[config.mk]
export PLATFORM = sky130hd
export DESIGN_NAME = text_cursor_writer_flat
export DESIGN_NICKNAME = d
export VERILOG_FILES = /design/src/rtl/vid_pkg.sv /design/src/rtl/text_cursor_writer_if.sv /design/src/rtl/text_cursor_writer_cell_sweep.sv /design/src/rtl/text_cursor_writer.sv /design/src/flat_wrapper.sv
export SDC_FILE = /design/constraint.sdc
export NUM_CORES = 1
export LEC_CHECK = 0
export ABC_CLOCK_PERIOD_IN_PS = 3900
export BUFFER_PORTS_ARGS = -buffer_cell sky130_fd_sc_hd__buf_2
export CAP_MARGIN = 20
export CORE_ASPECT_RATIO = 1.5
export CORE_UTILIZATION = 60
export DETAILED_ROUTE_END_ITERATION = 10
export HOLD_SLACK_MARGIN = 0.05
export PLACE_DENSITY = 0.83
export SLEW_MARGIN = 20
export SYNTH_ARGS = -nofsm -noshare
export SYNTH_HDL_FRONTEND = slang
export SYNTH_SLANG_ARGS = --single-unit
export TNS_END_PERCENT = 10
[constraint.sdc]
create_clock -name clk -period 3.9 [get_ports clk]
set_input_delay 0.585 -clock clk [delete_from_list [all_inputs] [get_ports clk]]
set_output_delay 0.585 -clock clk [all_outputs]
set_load 0.005 [all_outputs]
[src/rtl/vid_pkg.sv]
// vid_pkg: screen geometry, fill byte and control-character codes shared by the text writer.
package vid_pkg;
    localparam int COLS = 160;
    localparam int ROWS = 60;
    localparam logic [7:0] COL_MAX     = 8'(COLS - 1);
    localparam logic [7:0] ROW_MAX     = 8'(ROWS - 1);
    localparam logic [7:0] FILL_CHAR   = 8'h20;
    localparam logic [7:0] CH_CR       = 8'h0D;
    localparam logic [7:0] CH_LF       = 8'h0A;
    localparam logic [7:0] CH_BS       = 8'h08;
    localparam logic [7:0] CH_FF       = 8'h0C;
    localparam logic [7:0] CH_PRINT_LO = 8'h20;
    localparam logic [7:0] CH_PRINT_HI = 8'h7E;

    function automatic logic [7:0] next_row(input logic [7:0] r);
        return r == ROW_MAX ? 8'd0 : r + 8'd1;
    endfunction
endpackage

[src/rtl/text_cursor_writer_if.sv]
// text_cursor_writer_if: byte-stream handshake plus the videomem write port.
interface text_cursor_writer_if;
    logic       in_valid, in_ready, vm_stall, vm_we;
    logic [7:0] in_char, vm_row, vm_col, vm_data;
    modport master(input in_valid, in_char, vm_stall, output in_ready, vm_we, vm_row, vm_col, vm_data);
    modport slave(output in_valid, in_char, vm_stall, input in_ready, vm_we, vm_row, vm_col, vm_data);
endinterface

[src/rtl/text_cursor_writer_cell_sweep.sv]
// cell_sweep: row/col sweep counter for single-row or full-screen fills, col fastest.
module cell_sweep
    import vid_pkg::*;
(
    input  logic       clk,
    input  logic       rst,
    input  logic       start_i,
    input  logic       full_i,
    input  logic       en_i,
    input  logic [7:0] row_i,
    output logic [7:0] row_o,
    output logic [7:0] col_o,
    output logic       done_o
);
    logic [7:0] row_q, row_d, col_q, col_d;
    logic       full_q, full_d, col_end;

    assign col_end = col_q == COL_MAX;
    assign done_o  = en_i & col_end & (~full_q | row_q == ROW_MAX);
    assign row_o   = row_q;
    assign col_o   = col_q;

    always_comb begin
        row_d  = start_i ? row_i : (en_i & col_end) ? next_row(row_q) : row_q;
        col_d  = start_i ? 8'd0 : en_i ? (col_end ? 8'd0 : col_q + 8'd1) : col_q;
        full_d = start_i ? full_i : full_q;
    end

    always_ff @(posedge clk or posedge rst)
        if (rst) begin
            row_q  <= '0;
            col_q  <= '0;
            full_q <= 1'b0;
        end else begin
            row_q  <= row_d;
            col_q  <= col_d;
            full_q <= full_d;
        end
endmodule

[src/rtl/text_cursor_writer.sv]
// text_cursor_writer: terminal-style byte writer driving the videomem write port with a tracked cursor.
module text_cursor_writer
    import vid_pkg::*;
(
    input  logic                        clk,
    input  logic                        rst,
    input  logic                        clear,
    text_cursor_writer_if.master        bus,
    output logic [7:0]                  cur_row,
    output logic [7:0]                  cur_col,
    output logic                        busy
);
    typedef enum logic [1:0] {IDLE, WRITE, CLR_LINE, CLR_SCREEN} state_t;
    state_t     state_q, state_d;
    logic [7:0] row_q, row_d, col_q, col_d, wr_row_q, wr_row_d, wr_col_q, wr_col_d, data_q, data_d;
    logic       we_q, we_d, pend_q, pend_d, bs_q, bs_d;
    logic       sw_start, sw_full, sw_en, sw_done, clearing, commit, accept, printable;
    logic [7:0] sw_row_i, sw_row, sw_col, ch;

    assign ch           = bus.in_char;
    assign printable    = ch >= CH_PRINT_LO && ch <= CH_PRINT_HI;
    assign clearing     = state_q == CLR_LINE || state_q == CLR_SCREEN;
    assign commit       = we_q & ~bus.vm_stall;
    assign sw_en        = clearing & commit;
    assign bus.in_ready = state_q == IDLE && !clear && !pend_q;
    assign accept       = bus.in_valid & bus.in_ready;
    assign bus.vm_we    = we_q;
    assign bus.vm_row   = clearing ? sw_row : wr_row_q;
    assign bus.vm_col   = clearing ? sw_col : wr_col_q;
    assign bus.vm_data  = clearing ? FILL_CHAR : data_q;
    assign cur_row      = row_q;
    assign cur_col      = col_q;
    assign busy         = state_q != IDLE;

    cell_sweep u_sweep (
        .clk(clk), .rst(rst), .start_i(sw_start), .full_i(sw_full), .en_i(sw_en),
        .row_i(sw_row_i), .row_o(sw_row), .col_o(sw_col), .done_o(sw_done)
    );

    // Clear states enter with vm_we low for one cycle, then hold it until the last cell commits.
    always_comb begin
        state_d  = state_q;
        row_d    = row_q;
        col_d    = col_q;
        wr_row_d = wr_row_q;
        wr_col_d = wr_col_q;
        data_d   = data_q;
        we_d     = we_q;
        bs_d     = bs_q;
        pend_d   = pend_q | clear;
        sw_start = 1'b0;
        sw_full  = 1'b0;
        sw_row_i = next_row(row_q);
        case (state_q)
            IDLE:
                if (clear || pend_q || (accept && ch == CH_FF)) begin
                    state_d  = CLR_SCREEN;
                    sw_start = 1'b1;
                    sw_full  = 1'b1;
                    sw_row_i = 8'd0;
                    pend_d   = 1'b1;
                end else if (accept && (printable || (ch == CH_BS && col_q != 8'd0))) begin
                    state_d  = WRITE;
                    we_d     = 1'b1;
                    bs_d     = !printable;
                    wr_row_d = row_q;
                    wr_col_d = printable ? col_q : col_q - 8'd1;
                    col_d    = printable ? col_q : col_q - 8'd1;
                    data_d   = printable ? ch : FILL_CHAR;
                end else if (accept && ch == CH_CR) begin
                    col_d = 8'd0;
                end else if (accept && ch == CH_LF) begin
                    col_d    = 8'd0;
                    row_d    = next_row(row_q);
                    state_d  = CLR_LINE;
                    sw_start = 1'b1;
                end
            WRITE:
                if (commit) begin
                    we_d    = 1'b0;
                    state_d = IDLE;
                    if (!bs_q && col_q == COL_MAX) begin
                        col_d    = 8'd0;
                        row_d    = next_row(row_q);
                        state_d  = CLR_LINE;
                        sw_start = 1'b1;
                    end else if (!bs_q) begin
                        col_d = col_q + 8'd1;
                    end
                end
            CLR_LINE: begin
                we_d    = ~sw_done;
                state_d = sw_done ? IDLE : CLR_LINE;
            end
            CLR_SCREEN: begin
                we_d = ~sw_done;
                if (sw_done) begin
                    state_d = IDLE;
                    row_d   = 8'd0;
                    col_d   = 8'd0;
                    pend_d  = clear;
                end
            end
        endcase
    end

    always_ff @(posedge clk or posedge rst)
        if (rst) begin
            state_q  <= IDLE;
            row_q    <= '0;
            col_q    <= '0;
            wr_row_q <= '0;
            wr_col_q <= '0;
            data_q   <= '0;
            we_q     <= 1'b0;
            pend_q   <= 1'b0;
            bs_q     <= 1'b0;
        end else begin
            state_q  <= state_d;
            row_q    <= row_d;
            col_q    <= col_d;
            wr_row_q <= wr_row_d;
            wr_col_q <= wr_col_d;
            data_q   <= data_d;
            we_q     <= we_d;
            pend_q   <= pend_d;
            bs_q     <= bs_d;
        end
endmodule

[src/flat_wrapper.sv]
// flat-port wrapper written by rule: the top's interface ports become plain ports
module text_cursor_writer_flat import vid_pkg::*;
  (clk, rst, clear, cur_row, cur_col, busy, bus_in_valid, bus_in_char, bus_vm_stall, bus_in_ready, bus_vm_we, bus_vm_row, bus_vm_col, bus_vm_data);
  text_cursor_writer_if bus_i ();
  input  logic clk;
  input  logic rst;
  input  logic clear;
  output logic [7:0] cur_row;
  output logic [7:0] cur_col;
  output logic busy;
  input wire logic [$bits(bus_i.in_valid)-1:0] bus_in_valid;
  input wire logic [$bits(bus_i.in_char)-1:0] bus_in_char;
  input wire logic [$bits(bus_i.vm_stall)-1:0] bus_vm_stall;
  output wire logic [$bits(bus_i.in_ready)-1:0] bus_in_ready;
  output wire logic [$bits(bus_i.vm_we)-1:0] bus_vm_we;
  output wire logic [$bits(bus_i.vm_row)-1:0] bus_vm_row;
  output wire logic [$bits(bus_i.vm_col)-1:0] bus_vm_col;
  output wire logic [$bits(bus_i.vm_data)-1:0] bus_vm_data;
  assign bus_i.in_valid = bus_in_valid;
  assign bus_i.in_char = bus_in_char;
  assign bus_i.vm_stall = bus_vm_stall;
  assign bus_in_ready = bus_i.in_ready;
  assign bus_vm_we = bus_i.vm_we;
  assign bus_vm_row = bus_i.vm_row;
  assign bus_vm_col = bus_i.vm_col;
  assign bus_vm_data = bus_i.vm_data;
  text_cursor_writer u_core (.clk(clk), .rst(rst), .clear(clear), .bus(bus_i), .cur_row(cur_row), .cur_col(cur_col), .busy(busy));
endmodule
==> results.yml <==
routing:
  vias: 3764
  routed_wl_um: 10400
  vias_per_cell: 6.46
  drt_iter0_markers: 298
  drc: 0
  wl_per_cell_um: 17.9
  dr.pass1.iters: 5
  antenna_left: 0
synth:
  synth_area_leader_cell: "dfrtp_1"
  yosys_most_used_dff: "dfrtp_1"
  ys_ff_latch: 62
  synthCells: 457
  synthTopCellsByArea: "dfrtp_1 38%, mux2_2 6.6%, nand2_1 4.3%"
  ys_seq_area_share_pct: 38.1
  syn_area_sq_um: 4070
  ys_warn_count: 0
  synth_cell_types: 71
  synthDominantCellAreaShare_pct: 38.1
  async_reset_ff_share_pct: 100
  synth_edf_count: 0
  synth_nets: 480
  synth_area_per_cell_sq_um: 8.91
global_routing:
  grt_first_pass_wirelength_um: 16900
  grtUsageTotal_pct: 30.6
  grt_max_degree: 34
  antenna_found_initial: 0
  grt-ovfl-total: 0
  grt_pass1_vias: 3578
cells_and_area:
  nets: 527
  area_delta_synth_final_pct: 11.0
  fillers: 510
  stdcell_area_sq_um: 4520
  instances_no_fill: 583
  antenna_cells: 0
  mostFrequentLayoutCells: "62 x dfrtp_1, 55 x buf_2, 47 x nand2_1, 42 x nor2_1, 29 x o21ai_0"
  layout.cells.most_common: "dfrtp_1"
  drive_gt1_share_pct: 22.9
critical_path:
  r2r-start: "u_core.state_q[0]$_DFFE_PP0P_"
  required_ns: 3.31
  critPathLaunchType: "register"
  critPathKind: "register to output pin"
  worstPathCellList: "ha_1 -> nor2_1 -> buf_4 -> mux2_2 -> buf_2"
  max_stage_delay_ns: 0.62
  r2r_slack_ns: 0.90
  worst_ep_arrival_time_ns: 2.57
  reg2reg_depth: 7
  end_kind: "output pin"
  crit_fanout: 14
  r2r-end: "u_core.state_q[1]$_DFFE_PP0P_"
  slowest_stage: "nor2_1"
clock_network:
  cts.clk_slew.worst_paths_ns: 0.07
  clockBufferDepth: 2
  cts_hold_buffers: 0
  cts_max_level: 3
  cts-root-buf: "clkbuf_8"
  cts_sinks: 62
  ctsResizeCount: 0
  cts_setup_buffers: 0
  cts_tree: "done"
  numCtsBuffers: 9
  clkLatencyLatePin_ns: 0.35
power:
  power_density_nw_per_um2: 575
  p_leak_nw: 2.11
  peakVddDrop_mv: 0.280
outcome:
  status: "completed"
die:
  die_w_um: 69.3
  rows: 36
  die_h_um: 103
  io_pins: 56
  start_util_pct: 62.3
  core_sq_um: 6530
  dieArea_sq_um: 7120
run:
  maxCapViolations: 0
timing:
  fin_skew_ns: 0.0111
  clock.fmax_mhz: 317
  hold_violations: 0
  rsz0062_at_grt: "false"
  fin_setup_tns_ns: 0
  fin_crit_ns: 3.15
  slew_violations: 0
  setup_viol: 0
  hold_ws_ns: 0.345
  post-route-period-util_pct: 80.9
  slew_headroom_pct: 31.6
  worstMarginPinSlew_ns: 1.02
place:
  port_buffers: 55
  placed_area_sq_um: 4350
  routabilityCongestion: 1.01
  dp.cells: 569
  dpl.hpwl_um: 7780
hold_path:
  hold_class: "input pin to async pin"
worst max path at each step:
stage | cells after the start | end | slack (ns) | from
2_1_floorplan | 8 | u_core.wr_col_q[1]$_DFFE_PP0P_ | 1.46 | u_core.cur_col[4]$_DFFE_PP0P_
3_3_place_gp | 7 | u_core.state_q[1]$_DFFE_PP0P_ | 1.02 | u_core.state_q[0]$_DFFE_PP0P_
3_5_place_dp | 7 | u_core.state_q[1]$_DFFE_PP0P_ | 1.00 | u_core.state_q[0]$_DFFE_PP0P_
4_1_cts | 5 | bus_vm_row[3] | 0.76 | u_core.state_q[0]$_DFFE_PP0P_
5_1_grt | 5 | bus_vm_row[7] | 0.64 | u_core.state_q[0]$_DFFE_PP0P_
6_report | 5 | bus_vm_row[3] | 0.75 | u_core.state_q[0]$_DFFE_PP0P_
layout make-up:
type	instances	area, sq um	share of cell area [%]
Clock buffer	13	169	3.74
Clock inverter	1	5.00	0.111
Inverter	16	60.1	1.33
Multi-Input combinational cell	354	2320	51.3
Sequential cell	62	1550	34.3
Tap cell	76	95.1	2.10
Timing Repair Buffer	61	320	7.09
power by group:
| part | leakage, nW | switching, mW | internal, mW |
|---|---|---|---|
| sequential | 0.819 | 0.161 | 0.807 |
| clock | 0.0914 | 0.236 | 0.275 |
| combinational | 1.20 | 0.637 | 0.484 |
| total | 2.11 | 1.03 | 1.57 |
cells in the mapped netlist, types with 11 or more instances:
cell type,number
dfrtp_1,62
a21oi_1,20
and3_1,11
nand2_1,47
clkbuf_1,12
and2_1,11
o21ai_0,29
nor3_1,16
inv_1,16
mux2_2,24
nand3_1,18
nor2_1,42
stage by stage:
step                      power, mW  setup WS (ns)  util, %
after floorplan                1.73           1.46        -
after global placement         2.04           1.02     66.5
after detailed placement       2.09           1.00     66.5
after CTS                      2.60          0.764     69.2
after global routing           2.78          0.642     69.2
final                          2.60          0.747     69.2
flip-flops by register name, summed over array words and instances, names as in the netlist:
register and cells:
u_core.u_sweep.full_q 1, u_core.u_sweep.col_o 8, u_core.data_q 8, u_core.u_sweep.row_o 8
u_core.wr_row_q 8, u_core.pend_q 1, u_core.state_q 2, u_core.cur_row 8
u_core.bs_q 1, u_core.cur_col 8, u_core.bus.vm_we 1, u_core.wr_col_q 8
worst max-delay path: cells and delay by family, from the launching register on:
family	cells	cell delay, ns
fa+ha+maj	1	0.39
simple gates	1	0.62
mux	1	0.35
buf+inv	2	0.44
flops	1	0.42
cell families (layout without fill, tap and decap cells):
kind of cell | count (synthesis) | in the layout | synth area share (%)
and+or+nand+nor | 190 | 190 | 24.3
AOI/OAI and AO/OA | 110 | 110 | 18.5
DFF | 62 | 62 | 38.1
buffers and inverters | 41 | 91 | 4.92
muxes | 28 | 28 | 7.62
xor gates and xnor gates | 16 | 16 | 3.44
adders and majority gates | 10 | 10 | 3.07
routing by layer:
layer	wire length [um]	share of wire, %	global-route usage, %
met1	4050	39	34.6
met2	5590	53	55.3
met3	523	5.0	6.06
met4	279	2.7	14.9
met5	0	0	0
Power figures use the tool's default switching activity.
